[src/rtl/regfile_pkg.sv]
// Shared constants, sweep FSM encoding and address-width helper for the register file.
// Latency: n/a (declarations only).
// Backpressure: n/a.
package regfile_pkg;

    localparam int RF_XLEN  = 32;
    localparam int RF_NREGS = 32;

    typedef enum logic {
        RF_CLEAR = 1'b0,
        RF_RUN   = 1'b1
    } rf_state_e;

    // Smallest width that can index n entries (ceil(log2(n))).
    function automatic int rf_addr_w(input int n);
        int w;
        w = 0;
        for (int i = 0; i < 31; i++) begin
            if ((1 << i) < n) begin
                w = i + 1;
            end
        end
        return w;
    endfunction

endpackage

[src/rtl/regfile_scoreboard.sv]
// Per-register pending-write bits: set on issue, cleared by writeback, issue wins on collision.
// Latency: set/clear visible one cycle later; rd_pend is combinational from the stored bits.
// Backpressure: none; set/clear are ignored while run is low.
module regfile_scoreboard
    import regfile_pkg::*;
#(
    parameter int NREGS = RF_NREGS,
    parameter int NRD   = 2,
    parameter int NWR   = 2,
    parameter int AW    = rf_addr_w(NREGS)
) (
    input  logic              clk,
    input  logic              rst,
    input  logic              run,
    input  logic              iss_en,
    input  logic [AW-1:0]     iss_addr,
    input  logic [NWR-1:0]    wr_en,
    input  logic [NWR*AW-1:0] wr_addr,
    input  logic [NRD*AW-1:0] rd_addr,
    output logic [NRD-1:0]    rd_pend
);

    logic [NREGS-1:0] pend_q;
    logic [NREGS-1:0] pend_d;

    // Next pend vector: writebacks clear first so a same-cycle issue overrides them.
    always_comb begin
        pend_d = pend_q;
        if (run) begin
            for (int j = 0; j < NWR; j++) begin
                if (wr_en[j]) begin
                    pend_d[wr_addr[j*AW +: AW]] = 1'b0;
                end
            end
            if (iss_en) begin
                pend_d[iss_addr] = 1'b1;
            end
        end
        pend_d[0] = 1'b0;
    end

    // Pend register with synchronous clear.
    always_ff @(posedge clk) begin
        if (rst) begin
            pend_q <= '0;
        end else begin
            pend_q <= pend_d;
        end
    end

    // Read-out muxes; forced low while the sweep is running.
    always_comb begin
        rd_pend = '0;
        for (int i = 0; i < NRD; i++) begin
            rd_pend[i] = run & pend_q[rd_addr[i*AW +: AW]];
        end
    end

endmodule

[src/rtl/regfile_mp.sv]
// Multi-port integer register file with optional write-to-read bypass, pending scoreboard and post-reset clear sweep.
// Latency: reads combinational; writes visible next cycle (same cycle with BYPASS=1); ready after NREGS-1 edges.
// Backpressure: none; all traffic before ready is discarded.
module regfile_mp
    import regfile_pkg::*;
#(
    parameter int XLEN   = RF_XLEN,
    parameter int NREGS  = RF_NREGS,
    parameter int NRD    = 2,
    parameter int NWR    = 2,
    parameter int BYPASS = 1,
    parameter int AW     = rf_addr_w(NREGS)
) (
    input  logic                clk,
    input  logic                rst,
    output logic                ready,
    input  logic [NRD*AW-1:0]   rd_addr,
    output logic [NRD*XLEN-1:0] rd_data,
    output logic [NRD-1:0]      rd_pend,
    input  logic [NWR-1:0]      wr_en,
    input  logic [NWR*AW-1:0]   wr_addr,
    input  logic [NWR*XLEN-1:0] wr_data,
    input  logic                iss_en,
    input  logic [AW-1:0]       iss_addr
);

    rf_state_e         state_q, state_d;
    logic [AW-1:0]     idx_q, idx_d;
    logic [XLEN-1:0]   regs_q [NREGS];
    logic [XLEN-1:0]   regs_d [NREGS];
    logic              run;

    assign run   = (state_q == RF_RUN);
    assign ready = run;

    // Sweep FSM: walk idx from 1 to NREGS-1, then stay in RUN until reset.
    always_comb begin
        state_d = state_q;
        idx_d   = idx_q;
        if (state_q == RF_CLEAR) begin
            idx_d = idx_q + AW'(1);
            if (idx_q == AW'(NREGS - 1)) begin
                state_d = RF_RUN;
            end
        end
    end

    // FSM state and sweep index, synchronous reset restarts the sweep at 1.
    always_ff @(posedge clk) begin
        if (rst) begin
            state_q <= RF_CLEAR;
            idx_q   <= AW'(1);
        end else begin
            state_q <= state_d;
            idx_q   <= idx_d;
        end
    end

    // Array next state: sweep clears one entry per edge; in RUN the later port overwrites earlier ones.
    always_comb begin
        regs_d = regs_q;
        if (state_q == RF_CLEAR) begin
            regs_d[idx_q] = '0;
        end else begin
            for (int j = 0; j < NWR; j++) begin
                if (wr_en[j] && (wr_addr[j*AW +: AW] != '0)) begin
                    regs_d[wr_addr[j*AW +: AW]] = wr_data[j*XLEN +: XLEN];
                end
            end
        end
        regs_d[0] = '0;
    end

    // Array storage; contents are only meaningful once the sweep has finished.
    always_ff @(posedge clk) begin
        regs_q <= regs_d;
    end

    // Read muxes with optional same-cycle forwarding; highest-numbered matching write port wins.
    always_comb begin
        rd_data = '0;
        for (int i = 0; i < NRD; i++) begin
            if (run && (rd_addr[i*AW +: AW] != '0)) begin
                rd_data[i*XLEN +: XLEN] = regs_q[rd_addr[i*AW +: AW]];
                if (BYPASS != 0) begin
                    for (int j = 0; j < NWR; j++) begin
                        if (wr_en[j] && (wr_addr[j*AW +: AW] == rd_addr[i*AW +: AW])) begin
                            rd_data[i*XLEN +: XLEN] = wr_data[j*XLEN +: XLEN];
                        end
                    end
                end
            end
        end
    end

    regfile_scoreboard #(
        .NREGS (NREGS),
        .NRD   (NRD),
        .NWR   (NWR),
        .AW    (AW)
    ) u_scoreboard (
        .clk      (clk),
        .rst      (rst),
        .run      (run),
        .iss_en   (iss_en),
        .iss_addr (iss_addr),
        .wr_en    (wr_en),
        .wr_addr  (wr_addr),
        .rd_addr  (rd_addr),
        .rd_pend  (rd_pend)
    );

endmodule

[config.mk]
export PLATFORM = sky130hd
export DESIGN_NAME = regfile_mp
export DESIGN_NICKNAME = d
export VERILOG_FILES = /design/src/rtl/regfile_pkg.sv /design/src/rtl/regfile_scoreboard.sv /design/src/rtl/regfile_mp.sv
export SDC_FILE = /design/constraint.sdc
export NUM_CORES = 2
export LEC_CHECK = 0
export BUFFER_PORTS_ARGS = -buffer_cell sky130_fd_sc_hd__buf_2
export CORE_ASPECT_RATIO = 1.4
export CORE_MARGIN = 10
export CORE_UTILIZATION = 55
export DETAILED_ROUTE_END_ITERATION = 7
export PLACE_DENSITY = 0.71
export SYNTH_ARGS = -nofsm -noshare
export SYNTH_HDL_FRONTEND = slang
export SYNTH_HIERARCHICAL = 1
export SYNTH_SLANG_ARGS = --single-unit
export TNS_END_PERCENT = 5
[constraint.sdc]
create_clock -name clk -period 3.49 [get_ports clk]
set_input_delay 0.8725 -clock clk [delete_from_list [all_inputs] [get_ports clk]]
set_output_delay 0.8725 -clock clk [all_outputs]
set_load 0.005 [all_outputs]
======== Yosys cells after proc, flatten, opt, wreduce, memory -nomap -nowiden ========
Index checks and enable logic that the tools add are counted.
storage, ports and cells
  flip-flop bits (word level) ............. 1030
  output and inout port bits .............. 67
  word-level logic and storage cells ...... 130
  input bits .............................. 94
cells by class
  $lt $le $gt $ge ......................... 16
  bitwise operators ....................... 14
  add/subtract/negate cells ............... 1
  equal/unequal tests ..................... 5
  multiplexer cells ....................... 41
  reductions and logical operators ........ 18
operator list
  kind                                                                                 number
  1024-bit bitwise mux                                                                 2
  1024-bit 2-to-1 mux                                                                  2
  992-bit 2-to-1 mux                                                                   2
  992-bit bitwise AND                                                                  1
  992-bit NOT                                                                          1
  32-bit 2-to-1 mux                                                                    18
  32-bit demux with 5-bit select                                                       3
  32-bit binary-select mux with 5-bit select                                           2
  32-bit bitwise AND                                                                   2
  32-bit NOT                                                                           2
  32-bit bitwise OR                                                                    1
  6-bit greater-or-equal comparator, second input constant                             5
  5-bit by 6-bit less-than comparator with 1-bit output, second input constant         5
  5-bit NOT with 6-bit output                                                          5
  5-bit equality test                                                                  4
  5-bit nonzero test                                                                   4
  6-bit by 1-bit less-than comparator with 1-bit output, second input constant         3
  1-bit demux with 5-bit select                                                        3
  5-bit by 1-bit greater-or-equal comparator with 1-bit output, second input constant  3
  1-bit logical AND                                                                    14
  1-bit binary-select mux with 5-bit select                                            2
  1-bit 2-to-1 mux                                                                     7
  5-bit by 1-bit adder with 5-bit output, second input constant                        1
  5-bit equality test, second input constant                                           1
  1-bit bitwise AND                                                                    2

======== Longest topological paths before layout ========
  word-level depth ........................ 13
  gate-level depth with buffers ........... 9
  depth with buffers taken out ............ 6

======== Modules after synthesis ========
The synthesis kept the hierarchy.
by module, submodules not included
  module              sequential area each (µm²)  cells each  times used  area an instance (µm²)
  regfile_mp          19979.2                     7804        1           69502.9
  regfile_scoreboard  620.6                       259         1           2220.9

======== Worst setup path before layout ========
OpenSTA, ideal clock, no wires.
  path type ............................... input -> output
  start ................................... in rd_addr[5]
  end ..................................... out rd_data[32]
  required time ........................... 2.618 ns
  path buffers ............................ 2
  stages .................................. 6
  setup slack ............................. 0.188 ns
  arrival ................................. 2.429 ns
  cells stage by stage .................... buf_4 buf_2 mux4_2 mux2_2 a211oi_1 o31ai_1
between the ends
  longest elaborated chain between the ends .. 7
  elaborated cells on any way between the ends .. 13
  those cells by class .................... eq/ne (2); mux (6); bitwise (1); reduce/logical (4)
ends and longest elaborated chain
  element                                                RTL line          text
  start, declared                                        regfile_mp.sv:17  input logic [NRD*AW-1:0] rd_addr,
  5-bit NOT with 6-bit output (implied by the code)      regfile_mp.sv:84  rd_data[i*XLEN +: XLEN] = regs_q[rd_addr[i*AW +: AW]];
  32-bit binary-select mux with 5-bit select             regfile_mp.sv:84
  32-bit 2-to-1 mux (implied by the code) (2 in series)  regfile_mp.sv:84
  32-bit 2-to-1 mux (2 in series)                        regfile_mp.sv:87  if (wr_en[j] && (wr_addr[j*AW +: AW] == rd_addr[i*AW +: AW])) begin
  32-bit 2-to-1 mux (*)                                  regfile_mp.sv:83  if (run && (rd_addr[i*AW +: AW] != '0)) begin
  end, declared                                          regfile_mp.sv:18  output logic [NRD*XLEN-1:0] rd_data,
Mark *: on every way between the ends. The rest lies on a longest branch, timed or not. The select of a mux whose other input is x is not followed.

======== Worst setup path after layout ========
  start ................................... in rd_addr[5]
  end ..................................... out rd_data[58]
Same word-level chain as after synthesis.

==> impl_metrics.env <==
export IMPL_drtPass1Iterations=8
export IMPL_synth_seq_cells=1029
export IMPL_antenna_found_initial=19
export IMPL_synth_async_reset_ratio_pct=0
export IMPL_hp_class="register to register"
export IMPL_multiInputGateArea_sq_um=48300
export IMPL_cts_root_buf="clkbuf_16"
export IMPL_synth_simple_area_share_pct=9.16
export IMPL_fp_dieH_microns=447
export IMPL_max_stage_delay_ps=340
export IMPL_final_cells=9898
export IMPL_regArea_sq_um=20600
export IMPL_via_per_inst=7.64
export IMPL_synth_adder_area_share_pct=0.0872
export IMPL_start_util_pct=55.4
export IMPL_syn_cell_area_sq_um=71700
export IMPL_synth_area_per_cell_sq_um=8.90
export IMPL_max_freq_ghz=0.259
export IMPL_p_per_area_nw_per_um2=343
export IMPL_cap_violations=1
export IMPL_min_period_ps=3870
export IMPL_worstMarginPinSlew_ps=1520
export IMPL_hp_start="regs_q[606]$_DFF_P_"
export IMPL_cts_tree="built"
export IMPL_dieArea_sq_um=145000
export IMPL_power_total_mw=29.1
export IMPL_crit_start="rd_addr[5]"
export IMPL_yosys_area_top_type="dfxtp_1"
export IMPL_synthTopCellsByCount="1401 x mux2i_1, 1029 x dfxtp_1, 961 x a22o_1, 701 x clkbuf_1, 609 x nand2_1"
export IMPL_synth_edf_count=0
export IMPL_violations="DRC, capacitance limit, slew limit, setup timing"
export IMPL_grt_max_degree=206
export IMPL_cts_buffer_depth=3
export IMPL_cp_max_fo=6
export IMPL_numClockSinks=1029
export IMPL_relSlewSlack_pct=-1.53
export IMPL_setup_violations=66
export IMPL_hpwl_mm=195
export IMPL_yosys_area_top_type_share_pct=28.7
export IMPL_wl_per_cell_microns=33.9
export IMPL_grt_pass1_wl_mm=475
export IMPL_crit_buf_inv=8
export IMPL_nFillCells=10000
export IMPL_nets=8162
export IMPL_min_period_over_period_pct=111
export IMPL_worst_slack_ps=-377
export IMPL_areaGrowthSynthToFinish_pct=18.4
export IMPL_arrival_ps=2990
export IMPL_crit_type="input pin to primary output"
export IMPL_dp_cells=9585
export IMPL_core_area_sq_um=129000
export IMPL_synth_most_common_cell="mux2i_1"
export IMPL_grt_usage_pct=43.0
export IMPL_synthTopCellsByArea="dfxtp_1 29%, mux2i_1 20%, a22o_1 12%"
export IMPL_muxShareOfSynthArea_pct=28.3
export IMPL_clkTransAtPathRegs_ps=70
export IMPL_outcome="finished with violations"
export IMPL_numCtsBuffers=105
export IMPL_synth_fp_nets=8162
export IMPL_rsz0062_at_grt="true"
export IMPL_dr_first_iter_drc_count=14000
export IMPL_synth_top_family_by_area="multiplexers"
export IMPL_gp_congestion=0.983
export IMPL_gr_total_overflow=0
export IMPL_num_rows=156
export IMPL_remaining_drc_errors=22
export IMPL_yosysUniqueCellTypes=69
export IMPL_io_pins=161
export IMPL_wirelength_mm=335
export IMPL_crit_family="buffers and inverters"
export IMPL_synth_compound_area_share_pct=26.6
export IMPL_vias=75600
export IMPL_final_hold_viol_count=0
export IMPL_crit_path_top_delay_cell="or3_1"
export IMPL_startpoint_type="input pin"
export IMPL_p_leak_nw=35.1
export IMPL_yosysSeqAreaShare_pct=28.7
export IMPL_vdd_drop_max_v=0.000416
export IMPL_finalSetupTns_ps=-17730
export IMPL_synth_cells=8063
export IMPL_synthFlopType="dfxtp_1"
export IMPL_synth_xor_area_share_pct=0.281
export IMPL_cp_data_required_time_ps=2620
export IMPL_layout_drive_gt1_share_pct=21.5
export IMPL_crit_chain="buf_16 > buf_16 > buf_12 > buf_4 > clkbuf_16 > buf_6 > mux2i_2 > o22ai_1 > or3_1 > o31ai_1 > buf_4 > o31ai_2 > buf_2"
export IMPL_ant_nets=0
export IMPL_hold_buffers=0
export IMPL_grt_pass1_vias=70900
export IMPL_crit_reg2reg_launch="idx_q[1]$_SDFFE_PP0N_"
export IMPL_end_kind="primary output"
export IMPL_die_w_microns=325
export IMPL_portBuffers=160
export IMPL_clk_latency_ps=820
export IMPL_yosys_warnings=6
export IMPL_htreeDepth=3
export IMPL_drv_slew=21
export IMPL_skew_ps=36.5
-- worst reg2reg max path, delay by kind of cell (launching register included) --
family                   cells  cell delay, ps
flip-flops                   1             410
adder cells (fa/ha/maj)      1             340
buffers and inverters        3             680
AND/OR/NAND/NOR              1             190
AO/OA/AOI/OAI                2            1330
-- cells in the final DEF, fill, tap and decap left out, types with 87 or more instances in the layout --
cell and n:
nand2_1 582, a21oi_1 449, buf_2 150, clkbuf_16 111
a22o_1 961, a32oi_1 87, dfxtp_1 1027, buf_12 192
nor2_1 506, buf_4 499, mux4_2 233, mux2i_1 1393
o21ai_1 90, o21ai_0 464, o22ai_1 285
-- repair_timing --
action,CTS,global route
pin swaps,48,35
hold endpoints to repair,0,0
setup endpoints to repair,66,67
buffers inserted,38,52
resized for setup,261,120
cloned,25,2
-- per-stage QoR --
stage               hold slack, ps  setup slack [ps]  area (sq um)  utilization (%)
finish                         514              -377         84900             65.6
global route                   522              -358         84900             65.6
CTS                            504              -242         83700             64.7
detailed placement             487              -919         77900             60.2
global placement               481              -886         77900             60.2
floorplan                      461               188         71700                -
-- power breakdown --
| part | internal [mW] | leakage, nW | total, mW | switching (mW) |
|---|---|---|---|---|
| Combinational | 1.83 | 25.1 | 4.60 | 2.77 |
| Sequential | 12.0 | 8.31 | 12.3 | 0.273 |
| Clock | 6.81 | 1.74 | 12.2 | 5.44 |
| Total | 20.6 | 35.1 | 29.1 | 8.49 |
-- flip-flops by register name (all words and copies together) (netlist names) --
name,cells
regs_q,992
u_scoreboard/pend_q,31
ready,1
idx_q,5
-- metal layers --
| layer | wire length [microns] | vias to the layer above | share of wire (%) | global-route usage [%] |
|---|---|---|---|---|
| li1 | - | 30600 | - | - |
| met1 | 109000 | 35400 | 32 | 48.5 |
| met2 | 136000 | 7105 | 40 | 61.7 |
| met3 | 52500 | 2469 | 16 | 16.6 |
| met4 | 38000 | 20 | 11 | 40.5 |
| met5 | 428 | - | 0.13 | 1.28 |
-- final timing paths --
| kind | to | slack [ps] | cells past startpoint |
|---|---|---|---|
| setup / recovery | rd_data[58] | -380 | 13 |
| hold / removal | regs_q[606]$_DFF_P_ | 510 | 1 |
| setup reg to reg | regs_q[713]$_DFF_P_ | 490 | 7 |
| hold reg to reg | regs_q[606]$_DFF_P_ | 510 | 1 |
-- logic make-up after synthesis --
family                   after synthesis
AO/OA/AOI/OAI                       2733
multiplexers                        1722
AND/OR/NAND/NOR                     1504
buffers and inverters               1047
flip-flops                          1029
XOR/XNOR                              23
adder cells (fa/ha/maj)                5
-- cell type report --
type | instances | area share, %
clock buffer | 148 | 3.54
tap | 1738 | 2.56
timing repair buffer | 938 | 12.1
inverter | 2 | 0.00884
clock inverter | 39 | 0.631
antenna | 17 | 0.0501
multi-input combinational | 5987 | 56.9
sequential | 1029 | 24.3
Note: power is estimated with default switching activity, not from simulation.
